==> src/rtl/gcd_display_unit.sv <==
// Subtractive-Euclid GCD of two bytes, shown in decimal
// on a 4-digit multiplexed common-anode 7-segment display.
module gcd_display_unit #(
  parameter int REFRESH_BITS = 18
) (
  input  logic       clk,
  input  logic       clr,
  input  logic       go,
  input  logic [7:0] xin,
  input  logic [7:0] yin,
  output logic [6:0] sal,
  output logic [3:0] an
);

  typedef enum logic [1:0] {
    IDLE = 2'd0,
    CALC = 2'd1,
    DONE = 2'd2
  } state_t;

  state_t state;
  logic [7:0] x;
  logic [7:0] y;
  logic [7:0] result;
  logic [REFRESH_BITS-1:0] cnt;

  always_ff @(posedge clk) begin
    if (!clr) begin
      state  <= IDLE;
      x      <= 8'd0;
      y      <= 8'd0;
      result <= 8'd0;
    end else begin
      unique case (state)
        IDLE, DONE: begin
          if (go) begin
            x     <= xin;
            y     <= yin;
            state <= CALC;
          end
        end
        CALC: begin
          if (x == 8'd0) begin
            result <= y;
            state  <= DONE;
          end else if (y == 8'd0) begin
            result <= x;
            state  <= DONE;
          end else if (x == y) begin
            result <= x;
            state  <= DONE;
          end else if (x > y) begin
            x <= x - y;
          end else begin
            y <= y - x;
          end
        end
        default: state <= IDLE;
      endcase
    end
  end

  always_ff @(posedge clk) begin
    if (!clr) cnt <= '0;
    else      cnt <= cnt + 1'b1;
  end

  logic [1:0] sel;
  logic [7:0] hun;
  logic [7:0] rem;
  logic [7:0] ten;
  logic [7:0] uni;
  logic [3:0] digit;
  logic       blank;

  assign sel = cnt[REFRESH_BITS-1 -: 2];

  always_comb begin
    hun = result / 8'd100;
    rem = result % 8'd100;
    ten = rem / 8'd10;
    uni = rem % 8'd10;
  end

  // Leading zeros blank; the leftmost digit is never used
  always_comb begin
    an    = 4'b1111;
    digit = 4'd0;
    blank = 1'b1;
    unique case (sel)
      2'd0: begin
        an    = 4'b1110;
        digit = uni[3:0];
        blank = 1'b0;
      end
      2'd1: begin
        an    = 4'b1101;
        digit = ten[3:0];
        blank = (hun == 8'd0) &&
                (ten == 8'd0);
      end
      2'd2: begin
        an    = 4'b1011;
        digit = hun[3:0];
        blank = (hun == 8'd0);
      end
      2'd3: begin
        an    = 4'b0111;
        blank = 1'b1;
      end
      default: ;
    endcase
  end

  always_comb begin
    sal = 7'h7F;
    if (!blank) begin
      unique case (digit)
        4'd0: sal = 7'b1000000;
        4'd1: sal = 7'b1111001;
        4'd2: sal = 7'b0100100;
        4'd3: sal = 7'b0110000;
        4'd4: sal = 7'b0011001;
        4'd5: sal = 7'b0010010;
        4'd6: sal = 7'b0000010;
        4'd7: sal = 7'b1111000;
        4'd8: sal = 7'b0000000;
        4'd9: sal = 7'b0010000;
        default: sal = 7'h7F;
      endcase
    end
  end

endmodule

==> config.mk <==
export PLATFORM = sky130hd
export DESIGN_NAME = gcd_display_unit
export DESIGN_NICKNAME = d
export VERILOG_FILES = /design/src/rtl/gcd_display_unit.sv
export SDC_FILE = /design/constraint.sdc
export NUM_CORES = 1
export LEC_CHECK = 0
export CORE_MARGIN = 2
export CORE_UTILIZATION = 60
export CTS_CLUSTER_DIAMETER = 150
export CTS_CLUSTER_SIZE = 30
export DETAILED_ROUTE_END_ITERATION = 10
export PLACE_DENSITY_LB_ADDON = 0.25
export SLEW_MARGIN = 15
export SYNTH_ARGS = -nofsm -noshare
export SYNTH_HDL_FRONTEND = slang
export SYNTH_SLANG_ARGS = --single-unit
==> constraint.sdc <==
create_clock -name clk -period 4.2 [get_ports clk]
set_clock_uncertainty 0.05 [all_clocks]
set_input_delay 0.42 -clock clk [delete_from_list [all_inputs] [get_ports clk]]
set_output_delay 0.42 -clock clk [all_outputs]
set_load 0.01 [all_outputs]
==> flow_metrics.env, run 1 <==
export IMPL_vias=3862
export IMPL_drt_pre_antenna_iters=5
export IMPL_cts_htree_levels=2
export IMPL_timing_slew_headroom=0.336
export IMPL_initial_cell_density_of_the_core=0.614
export IMPL_setup_tns_final_ns=0
export IMPL_crit_path_start="result[2]"
export IMPL_instances_no_fill=609
export IMPL_globalRouteOverflowTotal=0
export IMPL_timing_max_cap_violations=0
export IMPL_cts_clk_slew_worst_paths_ns=0.09
export IMPL_dpl_hpwl_um=7040
export IMPL_inst_count_dp=598
export IMPL_postCtsHoldBufs=0
export IMPL_syn_mean_instance_area_um2=7.67
export IMPL_criticalPathCategory="reg -> out"
export IMPL_clock_tree_buffer_depth=2
export IMPL_worst_ir_drop_vdd_mv=0.678
export IMPL_yosys_warnings=0
export IMPL_first_pass_grt_wire_length_um=16800
export IMPL_drive_above_1_share=0.109
export IMPL_insertion_delay_ns=0.30
export IMPL_cell_depth_of_the_worst_min_delay_path=1
export IMPL_status="finished clean"
export IMPL_reg2regPathDepth=11
export IMPL_floorplan_rows=29
export IMPL_final_min_period_over_clock_period=0.978
export IMPL_power_report_internal_total_uw=1510
export IMPL_main_combinational_cell_family_by_area_after_synthesis="compound AO/OA/AOI/OAI gates"
export IMPL_cts_made_buffers=5
export IMPL_synth_edf_count=0
export IMPL_worst_r2r_startpoint="y[2]"
export IMPL_track_usage=0.279
export IMPL_max_freq_ghz=0.243
export IMPL_hold_path_class="reg -> reg"
export IMPL_grt_start_max_net_pins=45
export IMPL_ios=30
export IMPL_totalPowerFinal_uw=2730
export IMPL_synth_simple_area_share=0.232
export IMPL_postSynth_topFlopCell="dfxtp_1"
export IMPL_worst_hold_path_endpoint="cnt[0]"
export IMPL_cts_tree="done"
export IMPL_setup_viol=0
export IMPL_num_antenna_cells=0
export IMPL_synthDistinctLibCells=72
export IMPL_worstHoldStart="cnt[0]"
export IMPL_setup_worst_path_end_class="output port"
export IMPL_pwr_density_cell_nw_per_um2=615
export IMPL_portBuffers=29
export IMPL_combPwrFrac=0.655
export IMPL_worst_endpoint_arrival_ns=3.64
export IMPL_dieHeight_um=84.4
export IMPL_synth_area_um2=3880
export IMPL_finalWirelength_um=9740
export IMPL_fillers=548
export IMPL_horizontal_extent_of_the_die_um=84.4
export IMPL_synth_net_count=548
export IMPL_clock_power_share=0.122
export IMPL_share_of_the_synthesized_area_in_compound_gates_ao_oa_aoi_oai=0.314
export IMPL_power_switching_uw=1230
export IMPL_cts_sink_count=44
export IMPL_timing_max_transition_violations_final=0
export IMPL_final_period_minus_worst_setup_slack_ns=4.11
export IMPL_die_outline_area_um2=7120
export IMPL_area_delta_synth_final_pct=14.5
export IMPL_critical_path_reg2reg_endpoint="y[3]"
export IMPL_first_global_vias=3613
export IMPL_route_antenna_remaining_nets=0
export IMPL_regToRegSetupSlack_ns=1.37
export IMPL_leakagePower_uw=0.00202
export IMPL_power_share_switching=0.449
export IMPL_drt_iter0_markers=421
export IMPL_synth_ff_latch_count=44
export IMPL_muxShareOfSynthArea=0.0129
export IMPL_worst_pin_slew_ns=0.992
export IMPL_synthCells=506
export IMPL_postSynth_asyncResetShare=0
export IMPL_crit_path_start_kind="flip-flop"
export IMPL_drc=0
export IMPL_seqPwrFrac=0.222
export IMPL_area_share_of_xor_xnor_cells_in_the_synthesized_design=0.0542
export IMPL_cp_required_ns=3.73
export IMPL_placement_setup_worst_slack_ns=0.148
export IMPL_routedWlPerCell_um=16.0
export IMPL_gp_routability_congestion=0.921
export IMPL_synthAdderAreaFrac=0.0781
export IMPL_final_hold_violation_count=0
export IMPL_vias_per_cell=6.34
export IMPL_cts_root_buf="clkbuf_8"
export IMPL_seq_area_frac_synth=0.227
export IMPL_timing_final_ws_setup_ns=0.0905
export IMPL_nNetsFinal=573
export IMPL_core_area_um2=6310
export IMPL_cp_max_fo=22
export IMPL_hold_slack_final_ns=0.398
export IMPL_antenna_found_initial=0
==> metrics by stage <==
step	utilization	area, µm²
after floorplan	-	3880
after global placement	0.673	4250
after detailed placement	0.673	4250
after CTS	0.693	4380
after global routing	0.703	4440
final	0.703	4440
==> power groups by stage <==
stage | Combinational (µW) | Clock (µW) | Sequential [µW]
floorplan | 1300 | 0 | 549
global placement | 1710 | 0 | 609
detailed placement | 1740 | 0 | 610
CTS | 1750 | 348 | 606
global route | 1980 | 362 | 619
finish | 1790 | 334 | 607
==> what timing repair did <==
action / 4_1_cts / 5_1_grt
pin swaps: 1 / 1
buffers inserted: 0 / 3
gates cloned: 0 / 0
endpoints found under the setup margin: 7 / 7
gates resized for setup: 7 / 13
==> layout by cell type (no fill, tap or decap), types with 7 or more instances in the layout <==
cell type and count:
nand4_1 7, a21oi_1 37, o211a_1 20, o21ai_0 30
clkdlybuf4s50_1 23, nor2_1 27, nand2b_1 12, nand3_1 11
ha_1 21, xnor2_1 18, nor2b_1 10, a31oi_1 7
nor3_1 7, o211ai_1 8, buf_4 25, inv_1 30
and2_1 14, a21o_1 8, dfxtp_1 38, and3_1 10
nand2_1 46
==> registers in the layout, summed over array words and instances, names as in the netlist <==
name and flops:
cnt 18, result 8, state 2, x 8
y 8
==> logic make-up after synthesis <==
logic type,after synthesis
fa+ha+maj,23
buf+inv,68
simple gates,172
compound gates,170
xor+xnor,24
mux,5
flops,44
==> routing by layer <==
| metal | wire, µm | GRT usage | up-vias |
|---|---|---|---|
| li1 | - | - | 1888 |
| met1 | 4150 | 0.359 | 1788 |
| met2 | 4640 | 0.465 | 150 |
| met3 | 548 | 0.0324 | 36 |
| met4 | 398 | 0.131 | 0 |
| met5 | 0 | 0 | - |
==> worst max-delay path by stage <==
stage | end | cells after the start
after floorplan | sal[3] | 12
after global placement | sal[4] | 13
after detailed placement | sal[3] | 12
after CTS | sal[4] | 13
after global routing | sal[6] | 12
final | sal[6] | 12
==> area by class of cell <==
class / count / area (µm²) / area share
clock inverters: 3 / 46.3 / 0.0104
multi-input cells: 394 / 2710 / 0.609
inverters: 31 / 116 / 0.0262
flip-flops and latches: 44 / 893 / 0.201
well taps: 77 / 96.3 / 0.0217
repair buffers: 55 / 513 / 0.116
clock buffers: 5 / 68.8 / 0.0155
==> synthesized netlist by cell type, types with 3 or more instances <==
library cell	instances	share of area
nand2b_1	12	0.019
buf_4	3	0.0058
nand3_1	11	0.014
o211ai_1	8	0.015
nand4_1	7	0.011
a21o_1	8	0.015
o21ai_0	30	0.039
mux2i_1	5	0.013
dfxtp_1	44	0.23
a211oi_1	6	0.012
o31ai_1	6	0.012
ha_1	21	0.068
a32oi_1	5	0.011
buf_6	5	0.015
nor4_1	3	0.0048
o311ai_0	5	0.011
a21oi_1	38	0.049
or4_1	3	0.0058
and3_1	10	0.016
or3_1	6	0.0097
xnor2_1	18	0.041
inv_1	31	0.030
clkbuf_1	17	0.016
buf_2	10	0.013
o221ai_1	3	0.0068
nand2_1	46	0.045
xor2_1	6	0.014
nor3_1	7	0.0090
a31oi_1	8	0.013
nor2_1	27	0.026
o211a_1	20	0.052
a21boi_0	3	0.0058
and2_1	15	0.024
nor2b_1	10	0.016
==> critical path, stage by stage (launching register included) <==
cell and delay, ns:
dfxtp_2 0.38, buf_12 0.17, nor3_1 0.34, o21ai_0 0.16, a311o_1 0.42, and3_1 0.21, a41oi_2 0.22, a31oi_2 0.12
a211oi_2 0.28, or2_1 0.17, ha_1 0.19, o2bb2ai_1 0.12, clkdlybuf4s50_1 0.55
Note: power is estimated with default switching activity, not from simulation.
==> run 2, diff against run 1 <==
--- a/config.mk
+++ b/config.mk
@@ -5,12 +5,14 @@
 export SDC_FILE = /design/constraint.sdc
 export NUM_CORES = 1
 export LEC_CHECK = 0
+export CAP_MARGIN = 20
 export CORE_MARGIN = 2
 export CORE_UTILIZATION = 60
 export CTS_CLUSTER_DIAMETER = 150
 export CTS_CLUSTER_SIZE = 30
 export DETAILED_ROUTE_END_ITERATION = 10
 export PLACE_DENSITY_LB_ADDON = 0.25
+export REMOVE_ABC_BUFFERS = 1
 export SLEW_MARGIN = 15
 export SYNTH_ARGS = -nofsm -noshare
 export SYNTH_HDL_FRONTEND = slang
==> constraint.sdc (replaced) <==
create_clock -name clk -period 5.1 [get_ports clk]
set_clock_uncertainty 0.05 [all_clocks]
set_input_delay 0.51 -clock clk [delete_from_list [all_inputs] [get_ports clk]]
set_output_delay 0.51 -clock clk [all_outputs]
set_load 0.01 [all_outputs]
==> run 2 against run 1 <==
  * Die area unchanged
  * Global-route usage fell by 1.5 points
  * First-iteration DRC count fell by 14%
  * Largest cell class unchanged
  * Largest power group unchanged
==> flow_metrics.env, run 2 (same netlist as run 1, synthesis figures left out) <==
export IMPL_status="finished clean"
export IMPL_ios=30
export IMPL_timing_slew_headroom=0.423
export IMPL_num_antenna_cells=0
export IMPL_drt_pre_antenna_iters=5
export IMPL_cts_htree_levels=2
export IMPL_worst_endpoint_arrival_ns=4.12
export IMPL_layout_cells_most_common="nand2_1"
export IMPL_track_usage=0.264
export IMPL_setup_viol=0
export IMPL_insertion_delay_ns=0.30
export IMPL_drt_iter0_markers=364
export IMPL_max_freq_ghz=0.214
export IMPL_largest_register_ff_count=18
export IMPL_vias=3835
export IMPL_pwr_density_cell_nw_per_um2=514
export IMPL_routedWlPerCell_um=15.8
export IMPL_postCtsHoldBufs=0
export IMPL_first_pass_grt_wire_length_um=15900
export IMPL_layout_cells_most_common_list="46 x nand2_1, 44 x dfxtp_1, 38 x a21oi_1, 31 x inv_1, 30 x o21ai_0"
export IMPL_finalWirelength_um=9360
export IMPL_cts_sink_count=44
export IMPL_clock_tree_buffer_depth=2
export IMPL_regMostFlops="cnt"
export IMPL_cts_root_buf="clkbuf_8"
export IMPL_path_cells="nor2b_2, a211oi_1, a311o_1, and3_1, a41oi_2, a31oi_1, a211oi_2, nor2_1, ha_1, a21bo_2, o221ai_1, clkdlybuf4s50_1"
export IMPL_hold_path_class="reg -> reg"
export IMPL_final_hold_violation_count=0
export IMPL_worst_ir_drop_vdd_mv=0.273
export IMPL_core_area_um2=6310
export IMPL_route_antenna_remaining_nets=0
export IMPL_rsz0062_at_grt="no"
export IMPL_totalPowerFinal_uw=2190
export IMPL_crit_path_start_kind="flip-flop"
export IMPL_grt_start_max_net_pins=39
export IMPL_drive_above_1_share=0.0600
export IMPL_cts_setup_buffers=0
export IMPL_cp_max_fo=26
export IMPL_cp_required_ns=4.54
export IMPL_criticalPathCategory="reg -> out"
export IMPL_cts_tree="done"
export IMPL_cts_clk_slew_worst_paths_ns=0.09
export IMPL_crit_slowest_cell="dfxtp_1"
export IMPL_first_global_vias=3439
export IMPL_portBuffers=29
export IMPL_die_outline_area_um2=7120
export IMPL_antenna_found_initial=0
export IMPL_setup_worst_path_end_class="output port"
export IMPL_timing_max_transition_violations_final=0
export IMPL_initial_cell_density_of_the_core=0.614
export IMPL_nNetsFinal=558
export IMPL_timing_max_cap_violations=0
export IMPL_leakagePower_uw=0.00184
export IMPL_worst_pin_slew_ns=0.866
export IMPL_area_delta_synth_final_pct=9.90
export IMPL_cts_made_buffers=5
export IMPL_floorplan_rows=29
export IMPL_final_period_minus_worst_setup_slack_ns=4.68
export IMPL_dpl_hpwl_um=6750
export IMPL_horizontal_extent_of_the_die_um=84.4
export IMPL_worstPathBufferInverterCount=1
export IMPL_cp_top_family="compound AO/OA/AOI/OAI gates"
export IMPL_gp_routability_congestion=0.936
export IMPL_critPathMaxStageDelay_ns=0.86
export IMPL_drc=0
export IMPL_post_cts_resize_count=0
export IMPL_vias_per_cell=6.46
export IMPL_final_min_period_over_clock_period=0.918
export IMPL_globalRouteOverflowTotal=0
export IMPL_setup_tns_final_ns=0
export IMPL_dieHeight_um=84.4
run 2: changes by cell type in the layout (fill, tap and decap cells not counted), moves of 2 or more:
cell and change:
dfxtp_2 -4, buf_4 -14, dfxtp_1 +6, clkdlybuf4s50_1 +6, dlymetal6s2s_1 -6, dfxtp_4 -2
run 2: metrics by stage:
stage	setup WS [ns]	util	cells	hold slack [ns]	area (µm²)
3_5_place_dp	0.801	0.655	584	0.387	4130
5_1_grt	0.00412	0.675	594	0.430	4260
6_report	0.418	0.675	594	0.400	4260
4_1_cts	0.458	0.673	592	0.401	4250
3_3_place_gp	0.864	0.655	584	0.375	4130
2_1_floorplan	1.25	-	469	0.364	3680
run 2: where the power goes:
part	switching (µW)	total [µW]	internal (µW)
clock network	131	279	148
logic	769	1420	647
registers	100	498	398
run 2: per-layer routing:
layer	GRT usage	up-vias	routed length (µm)
met3	0.0423	22	625
li1	-	1872	-
met5	0	-	0
met1	0.377	1775	4300
met2	0.424	166	4300
met4	0.0519	0	137
run 2: final cells by class:
class,instances,area (µm²)
Fill cell,555,2050
Tap cell,77,96.3
Timing Repair Buffer,40,373
Multi-Input combinational cell,394,2680
Clock inverter,3,46.3
Sequential cell,44,881
Clock buffer,5,68.8
Inverter,31,116
run 2: worst paths after layout:
| path | end | depth (start not counted) | slack (ns) | start |
|---|---|---|---|---|
| max | sal[4] | 12 | 0.42 | result[6] |
| min | cnt[0] | 1 | 0.40 | cnt[0] |
| max reg2reg | y[3] | 11 | 2.19 | y[2] |
| min reg2reg | cnt[0] | 1 | 0.40 | cnt[0] |
run 2: worst register-to-register path, cell delays in order (launching register included):
cell,delay (ns)
dfxtp_1,0.43
inv_1,0.07
ha_1,0.37
nor2b_1,0.18
o21ai_0,0.28
a21oi_1,0.12
a211oi_1,0.29
nor2_1,0.08
o21ai_1,0.33
buf_4,0.26
o311ai_0,0.16
o211a_1,0.18
==> run 3, diff against run 2 <==
==> constraint.sdc (replaced) <==
create_clock -name clk -period 5.1 [get_ports clk]
set_clock_uncertainty 0.05 [all_clocks]
set_input_delay 1.02 -clock clk [delete_from_list [all_inputs] [get_ports clk]]
set_output_delay 1.02 -clock clk [all_outputs]
set_load 0.01 [all_outputs]
==> run 3 against run 2 <==
  * Global-route usage rose by 1.8 points
  * Via count decreased by 0.18%
  * Sequential power is essentially flat
  * Worst hold slack got worse by 0.0035 ns
  * Combinational power up 4%
  * Critical endpoint unchanged
  * Largest power group unchanged
==> flow_metrics.env, run 3 (same netlist as run 1, synthesis figures left out) <==
export IMPL_totalPowerFinal_uw=2250
export IMPL_route_antenna_remaining_nets=0
export IMPL_insertion_delay_ns=0.31
export IMPL_cts_tree="done"
export IMPL_portBuffers=29
export IMPL_worst_endpoint_arrival_ns=3.82
export IMPL_core_area_um2=6310
export IMPL_timing_max_cap_violations=0
export IMPL_setup_viol=0
export IMPL_seqPwrFrac=0.221
export IMPL_cts_clk_slew_worst_paths_ns=0.09
export IMPL_num_antenna_cells=0
export IMPL_drt_iter0_markers=478
export IMPL_grt_start_max_net_pins=25
export IMPL_max_freq_ghz=0.205
export IMPL_inst_count_dp=592
export IMPL_met2_length_um=4540
export IMPL_vias=3828
export IMPL_worst_pin_slew_ns=0.933
export IMPL_clock_power_share=0.125
export IMPL_top_signal_layer_used="met4"
export IMPL_layout_cells_most_common="nand2_1"
export IMPL_detail_route_wirelength_met1_um=4350
export IMPL_area_delta_synth_final_pct=12.2
export IMPL_final_hold_violation_count=0
export IMPL_crit_path_start_kind="flip-flop"
export IMPL_layout_cells_most_common_list="46 x nand2_1, 38 x a21oi_1, 38 x dfxtp_1, 31 x inv_1, 30 x o21ai_0"
export IMPL_floorplan_rows=29
export IMPL_die_outline_area_um2=7120
export IMPL_hold_path_class="reg -> reg"
export IMPL_gp_routability_congestion=0.906
export IMPL_pwr_density_cell_nw_per_um2=518
export IMPL_nNetsFinal=566
export IMPL_fillers=529
export IMPL_instances_no_fill=602
export IMPL_first_pass_grt_wire_length_um=16800
export IMPL_ff_latch_area_um2=891
export IMPL_multi_input_comb_area_um2=2690
export IMPL_combPwrFrac=0.654
export IMPL_routedWlPerCell_um=16.2
export IMPL_timing_max_transition_violations_final=0
export IMPL_horizontal_extent_of_the_die_um=84.4
export IMPL_placed_cell_area_um2=4210
export IMPL_cts_root_buf="clkbuf_8"
export IMPL_drc=0
export IMPL_worst_ir_drop_vdd_mv=0.317
export IMPL_final_min_period_over_clock_period=0.959
export IMPL_clock_tree_buffer_depth=2
export IMPL_globalRouteOverflowTotal=0
export IMPL_setup_worst_path_end_class="output port"
export IMPL_status="finished clean"
export IMPL_regMostFlops="cnt"
export IMPL_cp_required_ns=4.03
export IMPL_finalWirelength_um=9730
export IMPL_dpl_hpwl_um=7110
export IMPL_cts_made_buffers=5
export IMPL_drive_above_1_share=0.0876
export IMPL_ios=30
export IMPL_final_period_minus_worst_setup_slack_ns=4.89
export IMPL_hold_slack_final_ns=0.397
export IMPL_drt_pre_antenna_iters=6
export IMPL_dieHeight_um=84.4
export IMPL_largest_register_ff_count=18
export IMPL_leakagePower_uw=0.00189
export IMPL_power_report_internal_total_uw=1230
export IMPL_route_met3_wl_um=751
export IMPL_cts_sink_count=44
export IMPL_finish_instance_area_um2=4350
export IMPL_track_usage=0.281
export IMPL_antenna_found_initial=0
export IMPL_cp_max_fo=14
export IMPL_initial_cell_density_of_the_core=0.614
export IMPL_cts_htree_levels=2
export IMPL_power_share_switching=0.454
export IMPL_power_switching_uw=1020
export IMPL_vias_per_cell=6.36
export IMPL_first_global_vias=3631
export IMPL_criticalPathCategory="reg -> out"
export IMPL_timing_slew_headroom=0.376
==> run 3: cell count changes in the layout (fill, tap and decap cells not counted), sizes merged <==
cell / change
buf: +8
==> run 3: final cells by class <==
class | instances | area share
Clock buffer | 5 | 0.0158
Tap cell | 77 | 0.0221
Inverter | 31 | 0.0267
Clock inverter | 3 | 0.0106
Multi-Input combinational cell | 394 | 0.618
Timing Repair Buffer | 48 | 0.102
Sequential cell | 44 | 0.205
==> run 3: metal layers <==
metal | up-vias | GRT usage
met5 | - | 0
met4 | 0 | 0.0606
met3 | 12 | 0.0619
met2 | 147 | 0.445
met1 | 1791 | 0.395
li1 | 1878 | -
==> run 3: critical path, cell delays in order, from the launching register on <==
cell	delay [ns]
dfxtp_2	0.42
buf_4	0.20
nor2_1	0.21
or4b_2	0.67
and3_1	0.21
a41oi_2	0.19
a31oi_1	0.12
a211oi_2	0.25
nor2_1	0.12
ha_1	0.23
a21bo_2	0.19
o221ai_1	0.14
clkdlybuf4s50_1	0.56
==> run 3: path summary, 6_finish.rpt <==
check	start	slack (ns)	endpoint	cells past startpoint
hold reg to reg	cnt[0]	0.40	cnt[0]	1
hold / removal	cnt[0]	0.40	cnt[0]	1
setup reg to reg	y[2]	2.12	y[3]	11
setup / recovery	result[2]	0.21	sal[4]	12
==> run 3: power by group through the flow <==
| stage | Sequential, µW | Combinational (µW) | Clock [µW] |
|---|---|---|---|
| after global routing | 508 | 1630 | 301 |
| after floorplan | 511 | 948 | 0 |
| after detailed placement | 497 | 1420 | 0 |
| after global placement | 493 | 1390 | 0 |
| final | 497 | 1470 | 282 |
| after CTS | 490 | 1430 | 287 |
==> run 3: through the flow <==
step            util  worst slack [ns]  setup TNS, ns
2_1_floorplan      -             0.742              0
3_3_place_gp   0.666             0.447              0
3_5_place_dp   0.666             0.345              0
4_1_cts        0.685            0.0740              0
5_1_grt        0.689           -0.0895        -0.0895
6_report       0.689             0.211              0
==> run 3: repair_timing <==
action                     4_1_cts  5_1_grt
cloned                           0        0
pin swaps                        0        1
buffers inserted                 0        1
setup endpoints to repair        1        6
hold buffers                     0        0
gates resized for setup          1        7
